`src/rtl/ps2_pkg.sv`:
```
// Shared PS/2 host definitions: FSM encoding, protocol byte constants and
// rx_key / key_out field positions.
package ps2_pkg;

  typedef enum logic [2:0] {
    ST_IDLE,
    ST_INHIBIT,
    ST_REQ,
    ST_SEND,
    ST_ACKBIT,
    ST_WAITRESP
  } ps2_state_e;

  localparam logic [7:0] PS2_ACK     = 8'hFA;
  localparam logic [7:0] PS2_RESEND  = 8'hFE;
  localparam logic [7:0] PS2_SET_LED = 8'hED;

  localparam int KEY_W        = 11;
  localparam int KEY_STB      = 10;
  localparam int KEY_PRESSED  = 9;
  localparam int KEY_EXT      = 8;
  localparam int KEY_CODE_MSB = 7;
  localparam int KEY_CODE_LSB = 0;

  function automatic logic odd_parity(input logic [7:0] b);
    return ~^b;
  endfunction

endpackage

```
`src/rtl/ps2_host_ctrl_if.sv`:
```
// Host-to-device command handshake between a command source (master) and
// the PS/2 host controller (slave).
interface ps2_host_ctrl_if;
  logic       cmd_valid;
  logic [7:0] cmd_byte;
  logic       cmd_ready;
  logic       cmd_ack;
  logic       cmd_err;

  modport master (output cmd_valid, cmd_byte, input  cmd_ready, cmd_ack, cmd_err);
  modport slave  (input  cmd_valid, cmd_byte, output cmd_ready, cmd_ack, cmd_err);
endinterface

```
`src/rtl/ps2_tx_shift.sv`:
```
// Host-to-device frame shifter: start, 8 data bits LSB first, odd parity, stop.
// bit_out is the level currently presented; each shift presents the next bit.
module ps2_tx_shift
  import ps2_pkg::*;
(
  input  logic       clk,
  input  logic       reset_n,
  input  logic       load,
  input  logic [7:0] data,
  input  logic       shift,
  output logic       bit_out,
  output logic       at_parity
);

  logic [10:0] sr;
  logic [3:0]  cnt;

  always_ff @(posedge clk or negedge reset_n) begin
    if (!reset_n) begin
      sr  <= '1;
      cnt <= '0;
    end else if (load) begin
      sr  <= {1'b1, odd_parity(data), data, 1'b0};
      cnt <= '0;
    end else if (shift) begin
      sr  <= {1'b1, sr[10:1]};
      if (cnt != 4'd10) cnt <= cnt + 4'd1;
    end
  end

  assign bit_out   = sr[0];
  // Parity is on the line; the next shift presents the stop bit.
  assign at_parity = (cnt == 4'd9);

endmodule

```
`src/rtl/ps2_host_ctrl.sv`:
```
// PS/2 host controller: sends command bytes to a device with resend/retry and
// timeout handling, and filters ACK/RESEND out of the key event stream.
// Optional LED auto-sync (0xED + LED byte) when PS2_LED_SYNC_EN is defined.
module ps2_host_ctrl
  import ps2_pkg::*;
#(
  parameter int INHIBIT_CYCLES = 3200,
  parameter int TIMEOUT_CYCLES = 65535,
  parameter int MAX_RETRY      = 3
) (
  input  logic             clk,
  input  logic             reset_n,
  input  logic             ps2_clk,
  input  logic             ps2_data,
  output logic             ps2_clk_oe,
  output logic             ps2_data_oe,
  input  logic [KEY_W-1:0] rx_key,
  output logic [KEY_W-1:0] key_out,
  output logic             busy,
`ifdef PS2_LED_SYNC_EN
  input  logic [2:0]       led_state,
`endif
  ps2_host_ctrl_if.slave   cmd
);

  localparam int CMAX = (INHIBIT_CYCLES > TIMEOUT_CYCLES) ? INHIBIT_CYCLES : TIMEOUT_CYCLES;
  localparam int CW   = $clog2(CMAX + 1);
  localparam logic [1:0] LED_NONE = 2'd0, LED_CMD = 2'd1, LED_VAL = 2'd2;

  ps2_state_e    state_q, state_d;
  logic [2:0]    clk_sync;
  logic [1:0]    dat_sync;
  logic          fall, dat_s;
  logic [CW-1:0] cnt;
  logic          timeout;
  logic [7:0]    tx_byte, retry;
  logic          tx_bit, tx_at_parity;
  logic          ack_q, ack_d, err_q, err_d;
  logic          accept, led_start, led_next, retry_inc;
  logic          rx_stb, resp_hit;
  logic [7:0]    rx_code;
  logic          led_pend;
  logic [1:0]    led_phase;
  logic [2:0]    led_snap;

  always_ff @(posedge clk or negedge reset_n) begin
    if (!reset_n) begin
      clk_sync <= '1;
      dat_sync <= '1;
    end else begin
      clk_sync <= {clk_sync[1:0], ps2_clk};
      dat_sync <= {dat_sync[0], ps2_data};
    end
  end

  assign fall  = clk_sync[2] & ~clk_sync[1];
  assign dat_s = dat_sync[1];

  assign rx_stb   = rx_key[KEY_STB];
  assign rx_code  = rx_key[KEY_CODE_MSB:KEY_CODE_LSB];
  assign resp_hit = rx_stb && (state_q == ST_WAITRESP) &&
                    ((rx_code == PS2_ACK) || (rx_code == PS2_RESEND));
  assign timeout  = (cnt == CW'(TIMEOUT_CYCLES - 1));

  always_comb begin
    state_d   = state_q;
    ack_d     = 1'b0;
    err_d     = 1'b0;
    accept    = 1'b0;
    led_start = 1'b0;
    led_next  = 1'b0;
    retry_inc = 1'b0;
    case (state_q)
      ST_IDLE: begin
        if (cmd.cmd_valid) begin
          accept  = 1'b1;
          state_d = ST_INHIBIT;
        end else if (led_pend) begin
          led_start = 1'b1;
          state_d   = ST_INHIBIT;
        end
      end
      ST_INHIBIT: if (cnt == CW'(INHIBIT_CYCLES)) state_d = ST_REQ;
      ST_REQ:     state_d = ST_SEND;
      ST_SEND: begin
        if (fall) begin
          if (tx_at_parity) state_d = ST_ACKBIT;
        end else if (timeout) begin
          err_d   = 1'b1;
          state_d = ST_IDLE;
        end
      end
      ST_ACKBIT: begin
        if (fall) begin
          if (!dat_s) state_d = ST_WAITRESP;
          else begin
            err_d   = 1'b1;
            state_d = ST_IDLE;
          end
        end else if (timeout) begin
          err_d   = 1'b1;
          state_d = ST_IDLE;
        end
      end
      ST_WAITRESP: begin
        if (rx_stb && rx_code == PS2_ACK) begin
          // 0xED is acknowledged silently; the LED byte carries the one ack.
          if (led_phase == LED_CMD) begin
            led_next = 1'b1;
            state_d  = ST_INHIBIT;
          end else begin
            ack_d   = 1'b1;
            state_d = ST_IDLE;
          end
        end else if (rx_stb && rx_code == PS2_RESEND) begin
          if (retry < 8'(MAX_RETRY)) begin
            retry_inc = 1'b1;
            state_d   = ST_INHIBIT;
          end else begin
            err_d   = 1'b1;
            state_d = ST_IDLE;
          end
        end else if (timeout) begin
          err_d   = 1'b1;
          state_d = ST_IDLE;
        end
      end
      default: state_d = ST_IDLE;
    endcase
  end

  always_ff @(posedge clk or negedge reset_n) begin
    if (!reset_n) begin
      state_q <= ST_IDLE;
      ack_q   <= 1'b0;
      err_q   <= 1'b0;
      key_out <= '0;
      tx_byte <= '0;
      retry   <= '0;
    end else begin
      state_q <= state_d;
      ack_q   <= ack_d;
      err_q   <= err_d;
      key_out <= resp_hit ? {1'b0, rx_key[KEY_STB-1:0]} : rx_key;
      if (accept)         tx_byte <= cmd.cmd_byte;
      else if (led_start) tx_byte <= PS2_SET_LED;
      else if (led_next)  tx_byte <= {5'b0, led_snap};
      if (accept || led_start || led_next) retry <= '0;
      else if (retry_inc)                  retry <= retry + 8'd1;
    end
  end

  // Shared inhibit/timeout counter. While inhibiting, the falling edge is our
  // own pull-down seen back through the synchroniser, so it must not reload.
  always_ff @(posedge clk or negedge reset_n) begin
    if (!reset_n)
      cnt <= '0;
    else if ((state_d != state_q) || (fall && state_q != ST_INHIBIT))
      cnt <= CW'(1);
    else if (state_q != ST_IDLE)
      cnt <= cnt + CW'(1);
  end

`ifdef PS2_LED_SYNC_EN
  logic [2:0] led_sent;

  always_ff @(posedge clk or negedge reset_n) begin
    if (!reset_n) begin
      led_sent  <= '0;
      led_snap  <= '0;
      led_phase <= LED_NONE;
    end else if (led_start) begin
      led_snap  <= led_state;
      led_phase <= LED_CMD;
    end else if (led_next) begin
      led_phase <= LED_VAL;
    end else if (ack_d && led_phase == LED_VAL) begin
      led_sent  <= led_snap;
      led_phase <= LED_NONE;
    end else if (err_d) begin
      led_phase <= LED_NONE;
    end
  end

  assign led_pend = (led_state != led_sent);
`else
  assign led_pend  = 1'b0;
  assign led_phase = LED_NONE;
  assign led_snap  = 3'b000;
`endif

  ps2_tx_shift u_shift (
    .clk       (clk),
    .reset_n   (reset_n),
    .load      (state_q == ST_REQ),
    .data      (tx_byte),
    .shift     ((state_q == ST_SEND) && fall),
    .bit_out   (tx_bit),
    .at_parity (tx_at_parity)
  );

  assign ps2_clk_oe    = (state_q == ST_INHIBIT);
  assign ps2_data_oe   = (state_q == ST_REQ) || ((state_q == ST_SEND) && !tx_bit);
  assign busy          = (state_q != ST_IDLE);
  assign cmd.cmd_ready = (state_q == ST_IDLE);
  assign cmd.cmd_ack   = ack_q;
  assign cmd.cmd_err   = err_q;

endmodule

```
`src/flat_wrapper.sv`:
```
// flat-port wrapper written by rule: the top's interface ports become plain ports
module ps2_host_ctrl_flat import ps2_pkg::*;
#(
  parameter int INHIBIT_CYCLES = 3200,
  parameter int TIMEOUT_CYCLES = 65535,
  parameter int MAX_RETRY      = 3
)
  (clk, reset_n, ps2_clk, ps2_data, ps2_clk_oe, ps2_data_oe, rx_key, key_out, busy, cmd_cmd_valid, cmd_cmd_byte, cmd_cmd_ready, cmd_cmd_ack, cmd_cmd_err);
  ps2_host_ctrl_if cmd_i ();
  input  logic clk;
  input  logic reset_n;
  input  logic ps2_clk;
  input  logic ps2_data;
  output logic ps2_clk_oe;
  output logic ps2_data_oe;
  input  logic [KEY_W-1:0] rx_key;
  output logic [KEY_W-1:0] key_out;
  output logic busy;
  input wire logic [$bits(cmd_i.cmd_valid)-1:0] cmd_cmd_valid;
  input wire logic [$bits(cmd_i.cmd_byte)-1:0] cmd_cmd_byte;
  output wire logic [$bits(cmd_i.cmd_ready)-1:0] cmd_cmd_ready;
  output wire logic [$bits(cmd_i.cmd_ack)-1:0] cmd_cmd_ack;
  output wire logic [$bits(cmd_i.cmd_err)-1:0] cmd_cmd_err;
  assign cmd_i.cmd_valid = cmd_cmd_valid;
  assign cmd_i.cmd_byte = cmd_cmd_byte;
  assign cmd_cmd_ready = cmd_i.cmd_ready;
  assign cmd_cmd_ack = cmd_i.cmd_ack;
  assign cmd_cmd_err = cmd_i.cmd_err;
  ps2_host_ctrl #(.INHIBIT_CYCLES(INHIBIT_CYCLES), .TIMEOUT_CYCLES(TIMEOUT_CYCLES), .MAX_RETRY(MAX_RETRY)) u_core (.clk(clk), .reset_n(reset_n), .ps2_clk(ps2_clk), .ps2_data(ps2_data), .ps2_clk_oe(ps2_clk_oe), .ps2_data_oe(ps2_data_oe), .rx_key(rx_key), .key_out(key_out), .busy(busy), .cmd(cmd_i));
endmodule
```
`config.mk`:
```
export PLATFORM = sky130hd
export DESIGN_NAME = ps2_host_ctrl_flat
export DESIGN_NICKNAME = d
export VERILOG_FILES = /design/src/rtl/ps2_pkg.sv /design/src/rtl/ps2_host_ctrl_if.sv /design/src/rtl/ps2_tx_shift.sv /design/src/rtl/ps2_host_ctrl.sv /design/src/flat_wrapper.sv
export SDC_FILE = /design/constraint.sdc
export NUM_CORES = 1
export LEC_CHECK = 0
export CORE_UTILIZATION = 59
export DETAILED_ROUTE_END_ITERATION = 10
export GPL_ROUTABILITY_DRIVEN = 0
export GPL_TIMING_DRIVEN = 1
export PLACE_DENSITY = 0.84
export RECOVER_POWER = 50
export SYNTH_ARGS = -nofsm -noshare
export SYNTH_HDL_FRONTEND = slang
export SYNTH_SLANG_ARGS = --single-unit
```
`constraint.sdc`:
```
create_clock -name clk -period 3.5 [get_ports clk]
set_input_delay 0.875 -clock clk [delete_from_list [all_inputs] [get_ports clk]]
set_output_delay 0.875 -clock clk [all_outputs]
set_load 0.02 [all_outputs]
```
==> flow_metrics.env <==
export IMPL_crit_type="flip-flop to output port"
export IMPL_cellPowerDensity_nw_per_um2=583
export IMPL_synth_area_leaders="dfrtp_1, dfstp_2, xnor2_1"
export IMPL_end_kind="output port"
export IMPL_drc=0
export IMPL_cts_inserted_buffers=9
export IMPL_final_cells=409
export IMPL_grt_overflow=0
export IMPL_slew_viol_final=31
export IMPL_htree_num_levels=3
export IMPL_start_kind="flip-flop"
export IMPL_syn_inst=290
export IMPL_ys_ff_latch=67
export IMPL_die_h_um=76.2
export IMPL_io_buffers=40
export IMPL_dr_total_vias=2335
export IMPL_wl_met2_um=2920
export IMPL_r2r_cells=3
export IMPL_fin_setup_tns_ps=0
export IMPL_max_stage_delay_ps=710
export IMPL_postCtsSetupBuffers=0
export IMPL_critical_path_buf_inv_count=1
export IMPL_drv_cap=1
export IMPL_synth_fa_ha_area_share_pct=2.70
export IMPL_area_growth_pct=19.3
export IMPL_diodes=0
export IMPL_whs_endpoint="u_core.dat_sync[1]"
export IMPL_initial_core_util_pct=62.4
export IMPL_fmax_ghz=0.334
export IMPL_dp_cells=393
export IMPL_gr_usage_all_layers_pct=24.7
export IMPL_antenna_found_initial=0
export IMPL_dieWidth_um=76.2
export IMPL_clockRootBuffer="clkbuf_8"
export IMPL_finalHoldViolations=0
export IMPL_worst_skew_pair_late_latency_ps=340
export IMPL_muxShareOfSynthArea_pct=6.17
export IMPL_grt_max_degree=31
export IMPL_finalSetupViolCount=0
export IMPL_worst_slew_pin_transition_ps=1510
export IMPL_grt_pass1_wl_um=11000
export IMPL_numClockSinks=67
export IMPL_outcome="complete, but fails checks"
export IMPL_drive_gt1_share_pct=17.1
export IMPL_wl_met1_um=2850
export IMPL_synth_compound_area_share_pct=7.36
export IMPL_synth_simple_gate_area_share_pct=21.0
export IMPL_r2r_setup_slack_ps=1260
export IMPL_final_antenna_net_count=0
export IMPL_synth_warnings=0
export IMPL_critPathArrivalTime_ps=2120
export IMPL_worstHoldPathCells=0
export IMPL_cts_resized=0
export IMPL_synth_top_area_share_pct=40.1
export IMPL_skew_ps=6.78
export IMPL_r2r_start="u_core.state_q[1]"
export IMPL_routed_wl_um=6220
export IMPL_power_leakage_nw=1.60
export IMPL_num_io_pins=41
export IMPL_ys_async_sr_fraction_pct=100
export IMPL_dr_wl_met3_um=339
export IMPL_clock_path_buffers=2
export IMPL_drt_vias_per_instance=5.71
export IMPL_finalCritPeriodShare_pct=85.6
export IMPL_dpl_hpwl_um=4300
export IMPL_cts_tree="built"
export IMPL_cpLargestDelayFamily="buffers and inverters"
export IMPL_wl_per_cell_um=15.2
export IMPL_grt_pass1_vias=2324
export IMPL_syn_area_per_cell_um2=11.2
export IMPL_synthXorXnorAreaFrac_pct=6.75
export IMPL_crit_chain="nor3_2 -> clkdlybuf4s50_1"
export IMPL_row_count=26
export IMPL_synth_top_area_cell="dfrtp_1"
export IMPL_fin_crit_ps=3000
export IMPL_worst_path_stages=2
export IMPL_crit_fanout=13
export IMPL_slew_limit_headroom_pct=-0.827
export IMPL_synth_top_family_by_area="simple AND/OR/NAND/NOR gates"
export IMPL_final_nets=365
export IMPL_drtIter0Drc=132
export IMPL_seq_area_frac_synth_pct=52.2
export IMPL_first_pass_iters=4
export IMPL_clk_pin_slew_worst_paths_ps=70
export IMPL_hold_path_startpoint="u_core.dat_sync[0]"
export IMPL_r2r_end="u_core.tx_byte[1]"
export IMPL_core_area_um2=5200
export IMPL_synth_cell_types=53
export IMPL_hold_buffers=0
export IMPL_dieArea_um2=5800
export IMPL_min_path_type="flip-flop to flip-flop"
export IMPL_cp_required_ps=2620
export IMPL_netlist_area_um2=3250
export IMPL_yosys_most_used_dff="dfrtp_1"
export IMPL_violations="capacitance limit, slew limit"
export IMPL_cp_slowest_cell="clkdlybuf4s50_1"
export IMPL_top_layer="met4"
export IMPL_syn_nets=321
export IMPL_synth_edff_count=0
export IMPL_rsz0062_at_grt="no"
export IMPL_vdd_drop_max_mv=0.457
cell families after synthesis:
family          after synthesis
xor+xnor                     25
compound gates               36
simple gates                115
mux                          19
buf+inv                      21
flops                        67
fa+ha+maj                     7
report_power, final:
part / switching, mW / total (mW) / internal, mW
Combinational: 0.334 / 0.646 / 0.312
Clock: 0.285 / 0.630 / 0.345
Sequential: 0.115 / 0.981 / 0.867
Total: 0.734 / 2.26 / 1.52
sequential cells by signal, indices dropped and copies added, names as in the netlist:
register,flops
u_core.clk_sync,3
u_core.cmd.cmd_ack,1
u_core.cmd.cmd_err,1
u_core.cnt,16
u_core.dat_sync,2
u_core.key_out,11
u_core.retry,8
u_core.state_q,3
u_core.tx_byte,8
u_core.u_shift.cnt,4
u_core.u_shift.sr,10
metrics by stage:
stage               hold slack [ps]  setup WS (ps)  total power [mW]  area (um^2)  util, %
global route                    361            397              2.38         3870     74.4
global placement                346            860              1.62         3690     70.8
floorplan                       345           1410              1.45         3250        -
CTS                             357            513              2.27         3880     74.5
finish                          357            503              2.26         3870     74.4
detailed placement              347            790              1.63         3690     70.8
per-layer routing:
metal	global-route usage [%]	vias up
met5	0	-
met4	11.3	0
met3	6.47	10
met2	37.2	83
met1	33.8	1127
li1	-	1115
cell usage after synthesis, drive strengths merged (2+ instances only):
| cell | instances |
|---|---|
| buf | 8 |
| inv | 8 |
| nand2b | 2 |
| a21oi | 6 |
| nor3b | 2 |
| nand2 | 22 |
| dfstp | 15 |
| and3 | 6 |
| dfrtp | 52 |
| o21ai | 17 |
| ha | 7 |
| nand4b | 2 |
| xnor2 | 15 |
| nor3 | 21 |
| or4b | 2 |
| or3 | 2 |
| nor2 | 18 |
| xor2 | 10 |
| nand3b | 5 |
| nor2b | 7 |
| mux2i | 11 |
| clkbuf | 5 |
| mux2 | 8 |
| nand4 | 7 |
| nor4 | 7 |
| nand3 | 8 |
layout by cell type, fill, tap and decap left out, types with 10 or more instances in the layout:
| cell type | n |
|---|---|
| nor2_1 | 17 |
| xor2_1 | 10 |
| clkbuf_8 | 10 |
| xnor2_1 | 15 |
| nand2_1 | 22 |
| o21ai_0 | 17 |
| mux2i_1 | 11 |
| clkdlybuf4s50_1 | 27 |
| dlygate4sd3_1 | 12 |
| dfrtp_1 | 52 |
| nor3_1 | 18 |
| dfstp_2 | 14 |
worst max-delay path by stage:
stage               slack (ps)       endpoint         startpoint
floorplan                 1410           busy  u_core.state_q[1]
global placement           860  u_core.cnt[0]          rx_key[0]
detailed placement         790  u_core.cnt[4]          rx_key[0]
CTS                        510  cmd_cmd_ready  u_core.state_q[1]
global route               400  cmd_cmd_ready  u_core.state_q[1]
finish                     500  cmd_cmd_ready  u_core.state_q[1]
cell type report:
class | instances | area, um^2
repair buffers | 46 | 432
inverters | 8 | 30.0
fillers | 365 | 1330
well taps | 70 | 87.6
flip-flops and latches | 67 | 1700
multi-input cells | 202 | 1430
clock inverters | 5 | 52.6
clock buffers | 11 | 141
(Power assumes the default switching activity.)
